==> src/rtl/commit_unit.sv <==
// commit_unit: in-order per-thread retirement with replay, redirects, TLB writes and a store queue.
// Optional COMMIT_PERF_EN adds per-thread retired/replay counters.
module commit_unit #(
    parameter int N_THREADS = 8,
    parameter int XLEN = 32,
    parameter int PADDR_W = 20,
    parameter int PPN_W = 8,
    parameter int STQ_DEPTH = 4,
    parameter logic [XLEN-1:0] RESET_PC = 'h1000
) (
    input  logic clk,
    input  logic rst,
    input  logic wb_en,
    input  logic [$clog2(N_THREADS)-1:0] wb_thread,
    input  logic [XLEN-1:0] wb_pc,
    input  logic wb_isvalid,
    input  logic [4:0] wb_dst,
    input  logic [XLEN-1:0] wb_data,
    input  logic [XLEN-1:0] wb_mul,
    input  logic [XLEN-1:0] wb_r2,
    input  logic [7:0] wb_flags,
    input  logic [1:0] wb_tlbwrite,
    output logic rf_wen,
    output logic [$clog2(N_THREADS)-1:0] rf_thread,
    output logic [4:0] rf_addr,
    output logic [XLEN-1:0] rf_wdata,
    output logic redir_en,
    output logic [$clog2(N_THREADS)-1:0] redir_thread,
    output logic [XLEN-1:0] redir_pc,
    output logic [N_THREADS*XLEN-1:0] commit_pc,
    output logic itlb_wen,
    output logic dtlb_wen,
    output logic [XLEN-13:0] tlb_vpn,
    output logic [PPN_W-1:0] tlb_ppn,
    output logic st_valid,
    input  logic st_ready,
    output logic [PADDR_W-1:0] st_addr,
    output logic [XLEN-1:0] st_data,
    output logic st_isbyte,
    output logic stq_full
`ifdef COMMIT_PERF_EN
    ,
    output logic [N_THREADS*32-1:0] perf_retired,
    output logic [N_THREADS*32-1:0] perf_replays
`endif
);
    localparam int PW = $clog2(STQ_DEPTH);
    localparam int CW = PW + 1;
    typedef enum logic {RUN, REPLAY} state_t;
    state_t state [N_THREADS];
    logic [XLEN-1:0] cpc [N_THREADS];
    logic [PADDR_W-1:0] q_addr [STQ_DEPTH];
    logic [XLEN-1:0] q_data [STQ_DEPTH];
    logic q_byte [STQ_DEPTH];
    logic [PW-1:0] wr_ptr, rd_ptr;
    logic [CW-1:0] count;
    logic f_reg, f_mul, f_jump, f_branch, f_iseq, f_store, f_byte, unused_iret;
    logic match, block, commit, replay, taken, push, pop;
    assign {f_reg, f_mul, f_jump, f_branch, f_iseq, f_store, f_byte, unused_iret} = wb_flags;
    assign match = wb_en && wb_pc == cpc[wb_thread];
    // a full queue is judged on the registered count, so a same-cycle drain does not unblock
    assign block = f_store && stq_full;
    assign commit = match && wb_isvalid && !block;
    assign replay = match && !(wb_isvalid && !block);
    assign taken = f_jump && (!f_branch || f_iseq);
    assign push = commit && f_store;
    assign pop = st_valid && st_ready;
    assign stq_full = count == CW'(STQ_DEPTH);
    assign st_valid = count != '0;
    assign st_addr = q_addr[rd_ptr];
    assign st_data = q_data[rd_ptr];
    assign st_isbyte = q_byte[rd_ptr];
    for (genvar i = 0; i < N_THREADS; i++) begin : g_pc
        assign commit_pc[i*XLEN +: XLEN] = cpc[i];
    end
    always_ff @(posedge clk or posedge rst) begin
        if (rst) begin
            for (int i = 0; i < N_THREADS; i++) begin
                cpc[i] <= RESET_PC;
                state[i] <= RUN;
            end
            rf_wen <= 1'b0;
            rf_thread <= '0;
            rf_addr <= '0;
            rf_wdata <= '0;
            redir_en <= 1'b0;
            redir_thread <= '0;
            redir_pc <= '0;
            itlb_wen <= 1'b0;
            dtlb_wen <= 1'b0;
            tlb_vpn <= '0;
            tlb_ppn <= '0;
        end else begin
            rf_wen <= 1'b0;
            redir_en <= 1'b0;
            itlb_wen <= 1'b0;
            dtlb_wen <= 1'b0;
            if (commit) begin
                state[wb_thread] <= RUN;
                cpc[wb_thread] <= taken ? wb_data : cpc[wb_thread] + XLEN'(4);
                rf_wen <= f_reg;
                if (f_reg) begin
                    rf_thread <= wb_thread;
                    rf_addr <= wb_dst;
                    rf_wdata <= f_mul ? wb_mul : wb_data;
                end
                if (taken) begin
                    redir_en <= 1'b1;
                    redir_thread <= wb_thread;
                    redir_pc <= wb_data;
                end
                itlb_wen <= wb_tlbwrite == 2'd1;
                dtlb_wen <= wb_tlbwrite == 2'd2;
                if (wb_tlbwrite == 2'd1 || wb_tlbwrite == 2'd2) begin
                    tlb_vpn <= wb_data[XLEN-13:0];
                    tlb_ppn <= wb_r2[PPN_W-1:0];
                end
            end else if (replay) begin
                state[wb_thread] <= REPLAY;
                redir_en <= 1'b1;
                redir_thread <= wb_thread;
                redir_pc <= cpc[wb_thread];
            end
        end
    end
    always_ff @(posedge clk or posedge rst) begin
        if (rst) begin
            wr_ptr <= '0;
            rd_ptr <= '0;
            count <= '0;
        end else begin
            wr_ptr <= wr_ptr + PW'(push);
            rd_ptr <= rd_ptr + PW'(pop);
            count <= count + CW'(push) - CW'(pop);
        end
    end
    always_ff @(posedge clk) begin
        if (push) begin
            q_addr[wr_ptr] <= wb_data[PADDR_W-1:0];
            q_data[wr_ptr] <= wb_r2;
            q_byte[wr_ptr] <= f_byte;
        end
    end
`ifdef COMMIT_PERF_EN
    logic [31:0] ret_cnt [N_THREADS];
    logic [31:0] rep_cnt [N_THREADS];
    always_ff @(posedge clk or posedge rst) begin
        if (rst) begin
            for (int i = 0; i < N_THREADS; i++) begin
                ret_cnt[i] <= '0;
                rep_cnt[i] <= '0;
            end
        end else begin
            if (commit && ret_cnt[wb_thread] != '1) ret_cnt[wb_thread] <= ret_cnt[wb_thread] + 32'd1;
            if (replay && rep_cnt[wb_thread] != '1) rep_cnt[wb_thread] <= rep_cnt[wb_thread] + 32'd1;
        end
    end
    for (genvar i = 0; i < N_THREADS; i++) begin : g_perf
        assign perf_retired[i*32 +: 32] = ret_cnt[i];
        assign perf_replays[i*32 +: 32] = rep_cnt[i];
    end
`endif
endmodule

==> config.mk <==
export PLATFORM = sky130hd
export DESIGN_NAME = commit_unit
export DESIGN_NICKNAME = d
export VERILOG_FILES = /design/src/rtl/commit_unit.sv
export SDC_FILE = /design/constraint.sdc
export NUM_CORES = 1
export LEC_CHECK = 0
export CORE_MARGIN = 2
export CORE_UTILIZATION = 51
export DETAILED_ROUTE_END_ITERATION = 7
export PLACE_DENSITY = 0.82
export SYNTH_ARGS = -nofsm -noshare
export SYNTH_HDL_FRONTEND = slang
export SYNTH_SLANG_ARGS = --single-unit
==> constraint.sdc <==
create_clock -name clk -period 16.2 [get_ports clk]
set_input_delay 1.62 -clock clk [delete_from_list [all_inputs] [get_ports clk]]
set_output_delay 1.62 -clock clk [all_outputs]
set_load 0.05 [all_outputs]
Word level (Yosys, flattened, before mapping)
Memory sizes are Yosys's and may differ from the RTL's.
Index checks and enable logic that the tools add are counted.
- reduce and logical (&&, ||, !) cells: 20
- $add $sub $neg: 5
- divide/modulo/power cells: 0
- magnitude comparators: 2
- equal/unequal tests: 5
- multiplexer cells: 22
- shift-type cells: 0
- bitwise operators: 1
- $mul: 0
- operators with widths (kind ; number):
    $bwmux 256 ; 1
    $mux 32 ; 8
    $bmux 32 s3 ; 1
    $demux 32 s3 ; 1
    $add 32x3->32 const B ; 1
    $eq 32x32->1 ; 1
    $logic_and 1x1->1 ; 10
    $mux 3 ; 3
    $mux 1 ; 8
    $reduce_and 2->1 ; 3
    $add 2x1->2 ; 2
    $ge 4x4->1 const B ; 1
    $lt 4x1->1 const B ; 1
    $not 3->4 ; 1
    $add 3x1->3 ; 1
    $eq 3x3->1 const B ; 1
    $logic_not 1->1 ; 3
    $reduce_bool 3->1 ; 1
    $sub 3x1->3 ; 1
    $eq 2x1->1 const B ; 1
    $eq 2x2->1 const B ; 1
    $logic_or 1x1->1 ; 2
    $ne 2x1->1 const B ; 1
    $reduce_bool 2->1 ; 1
- output and inout bits: 418
- latch bits: 0
- RAM bits: 212
- register bits: 370
- bits in read-only memories: 0
- memories: 3
- input bits: 151
- memory list (name ; words ; bits a word ; rd ports ; clocked after memory_dff ; write ports ; line ; source):
    q_data ; 4 ; 32 ; 1 ; 0 ; 1 ; 53 ; logic [XLEN-1:0] q_data [STQ_DEPTH];
    q_addr ; 4 ; 20 ; 1 ; 0 ; 1 ; 52 ; logic [PADDR_W-1:0] q_addr [STQ_DEPTH];
    q_byte ; 4 ; 1 ; 1 ; 0 ; 1 ; 54 ; logic q_byte [STQ_DEPTH];

Longest topological paths before layout
- depth in word-level cells: 11
- depth in mapped cells: 20

Worst setup path before layout
No wires, ideal clock.
- path kind: input to register
- from: input wb_thread[2]
- to: memory q_addr[0][0] (enable)
- data required time: 15.605 ns
- setup slack: 6.085 ns
- arrival: 9.520 ns
- path buffers: 3
- library setup time: 0.595 ns
- cell stages on the path: 11
- path through: buf_6 mux2_2 a32o_1 or3_1 buf_2 xor2_1 or4_1 or4_1 or4_1 buf_2 nor4_1
- longest elaborated chain between the ends: 11
- RTL lines (item ; line ; source):
    start, declared ; 14 ; input logic [$clog2(N_THREADS)-1:0] wb_thread,
    $not 3->4 (implied by the code) ; 60 ; assign match = wb_en && wb_pc == cpc[wb_thread];
    $bmux 32 s3 ; 60 ;
    $mux 32 (implied by the code) (2 in a row) ; 60 ;
    $eq 32x32->1 ; 60 ;
    $logic_and 1x1->1 ; 60 ;
    $logic_and 1x1->1 (2 in a row) ; 63 ; assign commit = match && wb_isvalid && !block;
    $logic_and 1x1->1 ; 66 ; assign push = commit && f_store;
    $mux 1 ; 138 ; if (push) begin
    $mux 1 (implied by the code) ; 139 ; q_addr[wr_ptr] <= wb_data[PADDR_W-1:0];
    end, declared ; 52 ;
Every way passes these cells. The select of a mux whose other input is x is not followed.

Worst setup path after layout
- from: input wb_thread[2]
- to: register count[2]
- longest elaborated chain between the ends: 11
- RTL lines (item ; line ; source):
    $not 3->4 (implied by the code) ; 60 ;
    $bmux 32 s3 ; 60 ;
    $mux 32 (implied by the code) (2 in a row) ; 60 ;
    $eq 32x32->1 ; 60 ;
    $logic_and 1x1->1 ; 60 ;
    $logic_and 1x1->1 (2 in a row) ; 63 ;
    $logic_and 1x1->1 ; 66 ;
    $add 3x1->3 ; 134 ; count <= count + CW'(push) - CW'(pop);
    $sub 3x1->3 ; 134 ;
    end signal, assigned ; 134 ;
    end, declared ; 56 ; logic [CW-1:0] count;
Every way passes these cells. The select of a mux whose other input is x is not followed.
A chain may end at the register's enable or synchronous reset.

==> summary.md <==
• **DRT Pass-1 Iters** 5
• **run status** finished, final reports clean
• **average via count per standard cell** 6.040
• **Reg power frac** 41.3%
• **pin slew with the least headroom to its limit** 1295 ps
• **Placed Instance Area** 32490 um2
• **sw power** 1.106 mW
• **netlist area before placement** 26210 um2
• **relative contribution of the clock network to total power** 37.3%
• **path class of the lowest-slack min-delay path** flop to flop
• **H-tree Lvls** 2
• **First DRT Iteration DRCs** 1325
• **Total GRT Usage** 31.61%
• **maximum buffer depth of the clock tree** 3
• **routability-driven placement congestion ratio** 0.8829
• **Post-DP HPWL** 59.46 mm
• **effective utilization at floorplan** 51.30%
• **Synth Instances** 1658
• **largest area contributor in the synthesized netlist** dfrtp_1
• **Post-CTS Hold Buffers** 0
• **cell internal power dissipation** 2.661 mW
• **startpoint of the most critical hold path** tlb_ppn[1]$_DFFE_PP0P_
• **Port-buffer cells** 567
• **async set or reset register ratio after synthesis** 63.57%
• **Leak** 14.25 nW
• **GRT overflow** 0
• **synthesis warning total** 0
• **count of maximum capacitance violations** 0
• **post-CTS setup buffer count** 0
• **Hold Path Cell Cnt** 1
• **clock input transition at the sequential cells of the worst setup and hold paths** 60 ps
• **Util after Layout** 67.60%
• **switching fraction of total power** 29.35%
• **sinks on the clock net** 582
• **final worst path period share** 49.28%
• **launch point of the worst reg-to-reg path** commit_pc[242]$_DFFE_PP0P_
• **highest cell delay on the worst timing path** 890 ps
• **CTS tree** yes
• **Critical Path End Type** flop
• **logic gate share of total power** 21.3%
• **launching instance or port of the critical path** wb_thread[2]
• **global-route wire length before repair** 123.5 mm
• **synth top area cells** dfrtp_1, edfxtp_1, mux2_2, mux4_2, mux2i_1
• **placeable core region** 51090 um2
• **reg-to-reg setup timing slack** 10390 ps
• **slew margin rel.** 12.76%
• **critical path arrival** 8480 ps
• **number of buffers created by CTS** 58
• **type of origin of the critical path** input pin
• **flip-flop and latch count after synthesis** 582
• **endpoint of the most critical setup path** count[2]$_DFF_PP0_
• **die extent in y** 230.7 um
• **setup violation total in the final timing report** 0
• **count of pins on the block boundary** 569
• **average footprint of a synthesized cell** 15.81 um2
• **initial antenna violation count** 19
• **clock root buffer** clkbuf_16
• **area of all placed cells without fillers** 34540 um2
• **proportion of netlist area held by the largest area contributor** 34.56%
• **tightest hold margin** 491.1 ps
• **master of the slowest instance on the critical path** or4_1
• **RSZ-0062 raised after global routing** no
• **maximum number of pins on one net before global-route repair** 87
• **total via count in the routed design** 17910
• **endpoint of the lowest-slack register-to-register path** count[2]$_DFF_PP0_
• **count of antenna-violating nets left after detailed routing** 0
• **DR DRC count** 0
• **Post-synth top cells** dfrtp_1, mux2_2, edfxtp_1, mux4_2, nand2_1
• **Std-Cell Rows** 83
• **share of post-route cells with drive strength above 1** 29.03%
• **Die W** 230.7 um
• **final net count** 2380
• **post-layout minimum cycle time** 7984 ps
• **latest clock arrival within the worst-skew pair** 630 ps
• **Post-CTS Resized** 0
• **Layout Area Growth over Synthesis** 31.78%
• **number of global-route vias before repair** 18460
• **routed wire length per instance** 28.62 um
• **Setup CP Type** input pin to flop
• **total negative slack for setup checks** 0 ps
• **number of distinct library cell variants in the gate-level netlist after synthesis** 80
• **final count of pins violating max slew** 0
• **Worst Path Required** 16690 ps
• **count of flip-flops with a built-in enable after synthesis** 212
• **achievable clock frequency** 125.2 MHz
• **maximum VDD drop** 0.1036 mV
• **Critical Path Fanout Max** 58
• **number of hold-slack violations in the final timing report** 0
• **Final Routed Wirelength** 84.86 mm
• **total die area** 53230 um2
• **cells on worst reg2reg path** 14
• **number of nets in the synthesized netlist** 1817
• **crit-path cells** buf_4 > buf_4 > buf_4 > nor2b_1 > a221o_1 > a22o_1 > xor2_1 > or4_1 > or4_1 > or4_1 > or2_1 > ha_1 > inv_1 > ha_1 > fa_1 > xor2_1 > xnor2_1
• **cell with the most instances after synthesis** dfrtp_1
• **most used flip-flop cell after synthesis** dfrtp_1
• **worst clock skew** 22.99 ps
• **Power Dens Cells** 109.0 nW/um2
• **Filler cells** 3551
• **fraction of the yosys area taken by sequential cells** 59.65%
[per-stage QoR]
step,instances,setup slack (ps),power (mW)
floorplan,1658,4319,2.122
CTS,2950,8327,3.791
global placement,2841,7848,2.384
detailed placement,2841,7694,2.391
finish,2965,8216,3.766
global route,2963,8121,3.887
[area by class of cell]
class	count	area, um2	share of cell area [%]
multi-input cells	958	9983	28.90
flip-flops and latches	582	15640	45.28
clock buffers	77	1633	4.727
repair buffers	606	5951	17.23
clock inverters	32	382.9	1.108
well taps	680	850.8	2.463
inverters	15	63.81	0.1847
diodes	15	37.54	0.1087
[registers in the layout (all words and copies together) (netlist names), 4 cells and up]
name and flops:
rf_addr 5, tlb_vpn 20, q_data 128, rf_wdata 32
commit_pc 256, tlb_ppn 8, q_addr 80, redir_pc 32
q_byte 4
[routing by layer]
metal | vias to the layer above | global-route usage [%] | wire, um
li1 | 7500 | - | -
met1 | 9280 | 39.63 | 32200
met2 | 903 | 50.64 | 40510
met3 | 215 | 10.42 | 8544
met4 | 10 | 13.25 | 3542
met5 | - | 0 | 58
[power groups by stage]
stage               registers [mW]  logic (mW)  clock network, mW
global placement              1.59       0.798                  0
detailed placement            1.59       0.805                  0
global route                  1.56       0.840               1.49
finish                        1.56       0.804               1.41
floorplan                     1.57       0.555                  0
CTS                           1.56       0.808               1.43
[how the worst min path moves through the flow]
stage                                         end  slack [ps]
after CTS                  tlb_ppn[1]$_DFFE_PP0P_         490
final                      tlb_ppn[1]$_DFFE_PP0P_         490
after global routing      rf_wdata[3]$_DFFE_PP0P_         510
after global placement     tlb_ppn[1]$_DFFE_PP0P_         470
after detailed placement   tlb_ppn[3]$_DFFE_PP0P_         480
after floorplan                count[2]$_DFF_PP0_         450
[critical path, delay by kind of cell]
| kind | cells | cell delay [ps] |
|---|---|---|
| AOI/OAI and AO/OA | 2 | 800 |
| xor gates and xnor gates | 3 | 510 |
| adders and majority gates | 3 | 840 |
| buffers and inverters | 4 | 1530 |
| and+or+nand+nor | 5 | 3100 |
[kinds of logic (layout without fill, tap and decap cells)]
| logic type | Yosys count | after routing | synth area share, % |
|---|---|---|---|
| buf+inv | 118 | 730 | 2.496 |
| mux | 512 | 512 | 25.69 |
| compound gates | 154 | 154 | 4.845 |
| xor+xnor | 46 | 46 | 1.537 |
| flops | 582 | 582 | 59.65 |
| other cells | 0 | 15 | 0 |
| fa+ha+maj | 8 | 8 | 0.4105 |
| simple gates | 238 | 238 | 5.370 |
[cells in the final DEF (no fill, tap or decap), types with 13 or more instances in the layout]
cell             synthesis  final
edfxtp_1               212    212
a22oi_1                 14     14
dfrtp_1                362    360
mux2_2                 359    359
buf_4                    7     40
diode_2                  0     15
nand4_1                 13     13
xnor2_1                 23     23
mux2i_1                 42     42
mux4_2                  86     86
nand3_1                 25     25
nand2_1                 58     58
clkdlybuf4s50_1          0    563
a21oi_1                 28     28
o22ai_1                 20     20
a2bb2oi_2               24     24
mux2_1                  16     16
clkbuf_16                0     58
nor2_1                  38     38
o21ai_0                 15     15
xor2_1                  23     23
(Power assumes the default switching activity.)
